$ cat config.mk
export PLATFORM = sky130hd
export DESIGN_NAME = sockit_spi_arb
export DESIGN_NICKNAME = d
export VERILOG_FILES = /design/src/rtl/sockit_spi_pkg.sv /design/src/rtl/sockit_spi_arb.sv
export SDC_FILE = /design/constraint.sdc
export NUM_CORES = 1
export LEC_CHECK = 0
export BUFFER_PORTS_ARGS = -buffer_cell sky130_fd_sc_hd__buf_2
export CORE_AREA = 2 2 109 111
export DETAILED_ROUTE_END_ITERATION = 7
export DIE_AREA = 0 0 111 113
export HOLD_SLACK_MARGIN = 0.12
export PLACE_DENSITY_LB_ADDON = 0.2
export REMOVE_ABC_BUFFERS = 1
export SETUP_SLACK_MARGIN = 0.4
export SKIP_CTS_REPAIR_TIMING = 1
export SLEW_MARGIN = 20
export SYNTH_ARGS = -nofsm -noshare
export SYNTH_HDL_FRONTEND = slang
export SYNTH_SLANG_ARGS = --single-unit
$ cat constraint.sdc
create_clock -name clk -period 2.46 [get_ports clk]
set_input_delay 0.369 -clock clk [delete_from_list [all_inputs] [get_ports clk]]
set_output_delay 0.369 -clock clk [all_outputs]
set_load 0.005 [all_outputs]
$ cat src/rtl/sockit_spi_pkg.sv
// ---------------------------------------------------------------------------
// sockit_spi_pkg
// Shared definitions for the sockit SPI bus-side blocks.
//   - arb_state_t : arbiter state encoding (ARB_IDLE, ARB_OWN0, ARB_OWN1)
//   - req_valid() : a requester is active when it strobes read or write
//   - BAW_DEF     : default bus address width
// No ports (package).
// ---------------------------------------------------------------------------
package sockit_spi_pkg;

  localparam int BAW_DEF = 24;

  typedef enum logic [1:0] {
    ARB_IDLE = 2'd0,
    ARB_OWN0 = 2'd1,
    ARB_OWN1 = 2'd2
  } arb_state_t;

  function automatic logic req_valid(input logic wen, input logic ren);
    return wen | ren;
  endfunction

endpackage

$ cat src/rtl/sockit_spi_arb.sv
// ---------------------------------------------------------------------------
// sockit_spi_arb
// Two-requester arbiter in front of the shared SPI bus-side port.
// m0 = register/CPU requester, m1 = XIP fetch requester. The owner is held
// in a registered FSM; the loser is stalled with its wait request, and a
// per-grant completion budget forces a handover when the other side waits.
//
// Build option: SOCKIT_SPI_ARB_RR_EN
//   defined     -> round-robin: IDLE ties go to the requester that did not
//                  own the bus last, budget release applies to both owners.
//   not defined -> fixed priority: m0 wins IDLE ties and is never forced
//                  off the bus by the budget; only m1 is.
//
// Parameters: BAW   bus address width
//             BURST completions per grant while the other side waits (>=1)
// Ports:
//   clk, rst (synchronous, active-low)
//   m0_/m1_ wen, ren, adr, wdt   requester strobes/address/write data
//   m0_/m1_ rdt, wrq             read data (copy of bso_rdt), wait request
//   bso_ wen, ren, adr, wdt      shared-bus outputs
//   bso_ rdt, wrq                shared-bus read data and wait request
//   arb_gnt                      one-hot owner, bit0 = m0, bit1 = m1
// ---------------------------------------------------------------------------
module sockit_spi_arb
  import sockit_spi_pkg::*;
#(
  parameter int BAW   = BAW_DEF,
  parameter int BURST = 4
) (
  input  logic           clk,
  input  logic           rst,
  input  logic           m0_wen,
  input  logic           m0_ren,
  input  logic [BAW-1:0] m0_adr,
  input  logic [31:0]    m0_wdt,
  output logic [31:0]    m0_rdt,
  output logic           m0_wrq,
  input  logic           m1_wen,
  input  logic           m1_ren,
  input  logic [BAW-1:0] m1_adr,
  input  logic [31:0]    m1_wdt,
  output logic [31:0]    m1_rdt,
  output logic           m1_wrq,
  output logic           bso_wen,
  output logic           bso_ren,
  output logic [BAW-1:0] bso_adr,
  output logic [31:0]    bso_wdt,
  input  logic [31:0]    bso_rdt,
  input  logic           bso_wrq,
  output logic [1:0]     arb_gnt
);

  localparam int             CW      = (BURST > 1) ? $clog2(BURST) : 1;
  localparam logic [CW-1:0]  CNT_MAX = CW'(BURST - 1);

`ifdef SOCKIT_SPI_ARB_RR_EN
  localparam logic BUDGET0 = 1'b1;
`else
  // m0 keeps the bus for as long as it keeps requesting.
  localparam logic BUDGET0 = 1'b0;
`endif
  localparam logic BUDGET1 = 1'b1;

  arb_state_t    state_q, state_d;
  logic [CW-1:0] cnt_q, cnt_d;
  logic          m0_req, m1_req;

  assign m0_req = req_valid(m0_wen, m0_ren);
  assign m1_req = req_valid(m1_wen, m1_ren);

`ifdef SOCKIT_SPI_ARB_RR_EN
  // Last owner; 1 after reset so the first tie goes to m0.
  logic rr_q, rr_d;
`endif

  // -------------------------------------------------------------------------
  // State register
  // -------------------------------------------------------------------------
  always_ff @(posedge clk) begin
    if (!rst) begin
      state_q <= ARB_IDLE;
      cnt_q   <= '0;
`ifdef SOCKIT_SPI_ARB_RR_EN
      rr_q    <= 1'b1;
`endif
    end else begin
      state_q <= state_d;
      cnt_q   <= cnt_d;
`ifdef SOCKIT_SPI_ARB_RR_EN
      rr_q    <= rr_d;
`endif
    end
  end

  // -------------------------------------------------------------------------
  // Next state and completion counter
  // -------------------------------------------------------------------------
  always_comb begin
    state_d = state_q;
    cnt_d   = cnt_q;
    case (state_q)
      ARB_IDLE: begin
        cnt_d = '0;
        if (m0_req && m1_req) begin
`ifdef SOCKIT_SPI_ARB_RR_EN
          state_d = rr_q ? ARB_OWN0 : ARB_OWN1;
`else
          state_d = ARB_OWN0;
`endif
        end else if (m0_req) begin
          state_d = ARB_OWN0;
        end else if (m1_req) begin
          state_d = ARB_OWN1;
        end
      end
      ARB_OWN0: begin
        if (!m0_req) begin
          cnt_d   = '0;
          state_d = m1_req ? ARB_OWN1 : ARB_IDLE;
        end else if (!bso_wrq) begin
          // Budget exhausted: restart the count whether or not we hand over.
          if (cnt_q == CNT_MAX) begin
            cnt_d = '0;
            if (BUDGET0 && m1_req) state_d = ARB_OWN1;
          end else begin
            cnt_d = cnt_q + CW'(1);
          end
        end
      end
      ARB_OWN1: begin
        if (!m1_req) begin
          cnt_d   = '0;
          state_d = m0_req ? ARB_OWN0 : ARB_IDLE;
        end else if (!bso_wrq) begin
          if (cnt_q == CNT_MAX) begin
            cnt_d = '0;
            if (BUDGET1 && m0_req) state_d = ARB_OWN0;
          end else begin
            cnt_d = cnt_q + CW'(1);
          end
        end
      end
      default: begin
        state_d = ARB_IDLE;
        cnt_d   = '0;
      end
    endcase
  end

`ifdef SOCKIT_SPI_ARB_RR_EN
  always_comb begin
    rr_d = rr_q;
    if (state_d == ARB_OWN0 && state_q != ARB_OWN0) rr_d = 1'b0;
    if (state_d == ARB_OWN1 && state_q != ARB_OWN1) rr_d = 1'b1;
  end
`endif

  // -------------------------------------------------------------------------
  // Bus mux and wait requests: registered owner plus live inputs
  // -------------------------------------------------------------------------
  always_comb begin
    bso_wen = 1'b0;
    bso_ren = 1'b0;
    bso_adr = '0;
    bso_wdt = '0;
    arb_gnt = 2'b00;
    m0_wrq  = m0_req;
    m1_wrq  = m1_req;
    case (state_q)
      ARB_OWN0: begin
        bso_wen = m0_wen;
        bso_ren = m0_ren;
        bso_adr = m0_adr;
        bso_wdt = m0_wdt;
        arb_gnt = 2'b01;
        m0_wrq  = bso_wrq;
      end
      ARB_OWN1: begin
        bso_wen = m1_wen;
        bso_ren = m1_ren;
        bso_adr = m1_adr;
        bso_wdt = m1_wdt;
        arb_gnt = 2'b10;
        m1_wrq  = bso_wrq;
      end
      default: ;
    endcase
  end

  // Read data is broadcast; only the completing requester consumes it.
  assign m0_rdt = bso_rdt;
  assign m1_rdt = bso_rdt;

endmodule

==> metrics.md <==
| Metric | Value |
|---|---|
| Final Hold Viols | 0 |
| Inserted Diodes | 0 |
| Synth area leaders | buf_4 (29%), a22oi_1 (26%), nor2b_1 (22%) |
| Synth Cell Area | 0.00169 mm^2 |
| Cell Chain, Critical Path | inv_1 -> ha_2 -> buf_4 -> a22oi_1 -> nor2b_1 -> buf_2 |
| Setup Viol. Count Final | 0 |
| Htree depth | 1 |
| TritonCTS clock tree | done |
| Slew Limit Fails | 0 |
| LEAKAGE | approximately 0.0012 uW |
| #FFs+latches synth | 4 |
| Average size of a mapped cell | about 7.0 um^2 |
| Initial antenna violation count | 1 |
| Post-Route WL | 8140 um |
| DRC | 0 |
| Synth unique cells | 22 |
| Critical path data arrival time | around 1.5 ns |
| Bufs and invs on worst path | 3 |
| Hold Path Depth | 3 |
| Starting density of the core | 0.150 |
| Grt ovf | 0 |
| Die footprint | around 0.013 mm^2 |
| Gr usage total | 0.117 |
| Worst-margin pin slew | approximately 0.33 ns |
| Final worst setup slack | 0.550 ns |
| Sequential-to-total area share from yosys stat | 0.0474 |
| Synth area leader | buf_4 |
| Share of cells above drive strength 1 | 0.559 |
| CTS Buf Count | 3 |
| Initial drt markers | 82 |
| CP max FO | 32 |
| Post-synth top area share | 0.289 |
| Number of detailed-route iterations in the first pass | 4 |
| Slowest stage delay, CP | ~0.37 ns |
| Wire length of the first global-routing pass | ~12000 um |
| Total Power | between 1500 and 2000 uW |
| Outcome | finished clean |
| Layout Skew | around 0.00067 ns |
| Clk Latency, worst-skew pair | 0.22 ns |
| Setup_tns | 0 ns |
| Syn. warnings | 0 |
| R2R cell count | 7 |
| DIE HEIGHT | roughly 110 um |
| Vias in the first global route | between 2000 and 2500 |
| Crit-path slowest cell | dfxtp_1 |
| Core Area | approximately 0.011 mm^2 |
| Critical path's top delay family | buffers and inverters |
| Crit path kind | reg -> out |
| Max cap viols | 0 |
| DPL Wire Length | 6610 um |
| Worst IR Drop VDD | 0.285 mV |
| Overall die width | roughly 110 um |
| Minimum clock period | approximately 1.9 ns |
| CTS Root Cell | clkbuf_16 |
| Port bufs | 180 |
| Pin count of the biggest net entering global routing | 34 |
| Clock Pin Slew Worst Setup and Hold Paths | about 0.03 ns |
| Hold slack final | around 0.42 ns |
| Clk buf depth | 2 |
| Critical Path Sink Type | primary output |
| Fmax | roughly 520 MHz |
| RePlAce Congestion | 0.757 |
| Vias | about 2100 |
| Dpl ws | 0.706 ns |
| ANT nets after route | 0 |
| Relative slew slack | 0.781 |
| Unrepaired setup endpoints after global routing | yes |
| Cell count along the critical path | 6 |
| Crit share post-route | 0.776 |
| Post-DR vias/cell | roughly 4.4 |
| PwrDens | ~800 mW/mm^2 |
| Hold Crit Class | in -> reg |
| Core Util, Final | 0.207 |
| Worst EP required | roughly 2.1 ns |
| I/O pin cnt | roughly 280 |
| Critical Path Source Type | register |
| Mapped Cells | between 200 and 250 |
| P&R area growth vs syn | 38.3% |
| CTS sink cnt | 4 |
| Nets | just over 500 |
| Num rows | 39 |
| Mean routed wirelength per cell | 16.7 um |
layout by cell type (no fill, tap or decap), drive strengths merged:
cell type  count
a211o          1
a21oi          4
a22oi         58
buf          186
clkbuf         3
dfxtp          4
ha             5
inv            5
mux2i          2
nand2          3
nand3          1
nor2           4
nor2b         59
nor3           3
o21ai          4
o31ai          1
o32ai          1
or4            1
sequential cells by signal, indices dropped and copies added, names as in the netlist:
signal   cells
state_q      2
cnt_q        2
through the flow:
stage	area, um^2	instances
global route	2330	488
detailed placement	2240	485
finish	2330	488
floorplan	1110	156
global placement	2240	485
CTS	2320	488
cell families (layout without fill, tap and decap cells):
kind of cell | after synthesis | in the layout | synth area share
flops | 4 | 4 | 0.0474
buf+inv | 89 | 194 | 0.353
mux | 2 | 2 | 0.0119
compound gates | 69 | 69 | 0.299
fa+ha+maj | 5 | 5 | 0.0371
simple gates | 71 | 71 | 0.252
layer usage:
layer,GRT usage,vias to the layer above,part of all wire
met4,0.0142,4,0.0022
li1,-,988,-
met1,0.144,924,0.40
met2,0.153,201,0.40
met5,0.0824,-,0.010
met3,0.0948,6,0.19
power breakdown:
group / total (uW) / switching (uW) / internal [uW] / leakage (uW)
combinational: 1480 / 747 / 729 / 0.00110
clock: 254 / 46.0 / 208 / 0.0000370
sequential: 94.0 / 14.0 / 80.0 / 0.0000327
final timing paths:
path                    from     endpoint  slack [ns]
hold / removal           rst   state_q[1]        0.42
setup / recovery  state_q[1]  bso_adr[17]        0.55
hold reg to reg   state_q[1]   state_q[1]        0.50
setup reg to reg  state_q[1]   state_q[0]        0.80
tightest hold or removal path, stage by stage:
cell and delay (ns):
buf_2 0.12, nand2_1 0.06, mux2i_1 0.05
synthesized netlist by cell type (all sizes together):
cell and n:
ha 5, nand3 1, inv 5, a21oi 4, a211o 1, clkbuf 5, nor2b 59, a22oi 58
buf 79, nor3 3, nor2 4, o32ai 1, o31ai 1, nand2 3, or4 1, o21ai 4
mux2i 2, dfxtp 4
final cells by class:
class	instances	area (um^2)
Sequential cell	4	80.1
Tap cell	143	179
Inverter	5	18.8
Timing Repair Buffer	186	965
Multi-Input combinational cell	147	1020
Fill cell	1308	8940
Clock buffer	3	75.1
Note: power is estimated with default switching activity, not from simulation.
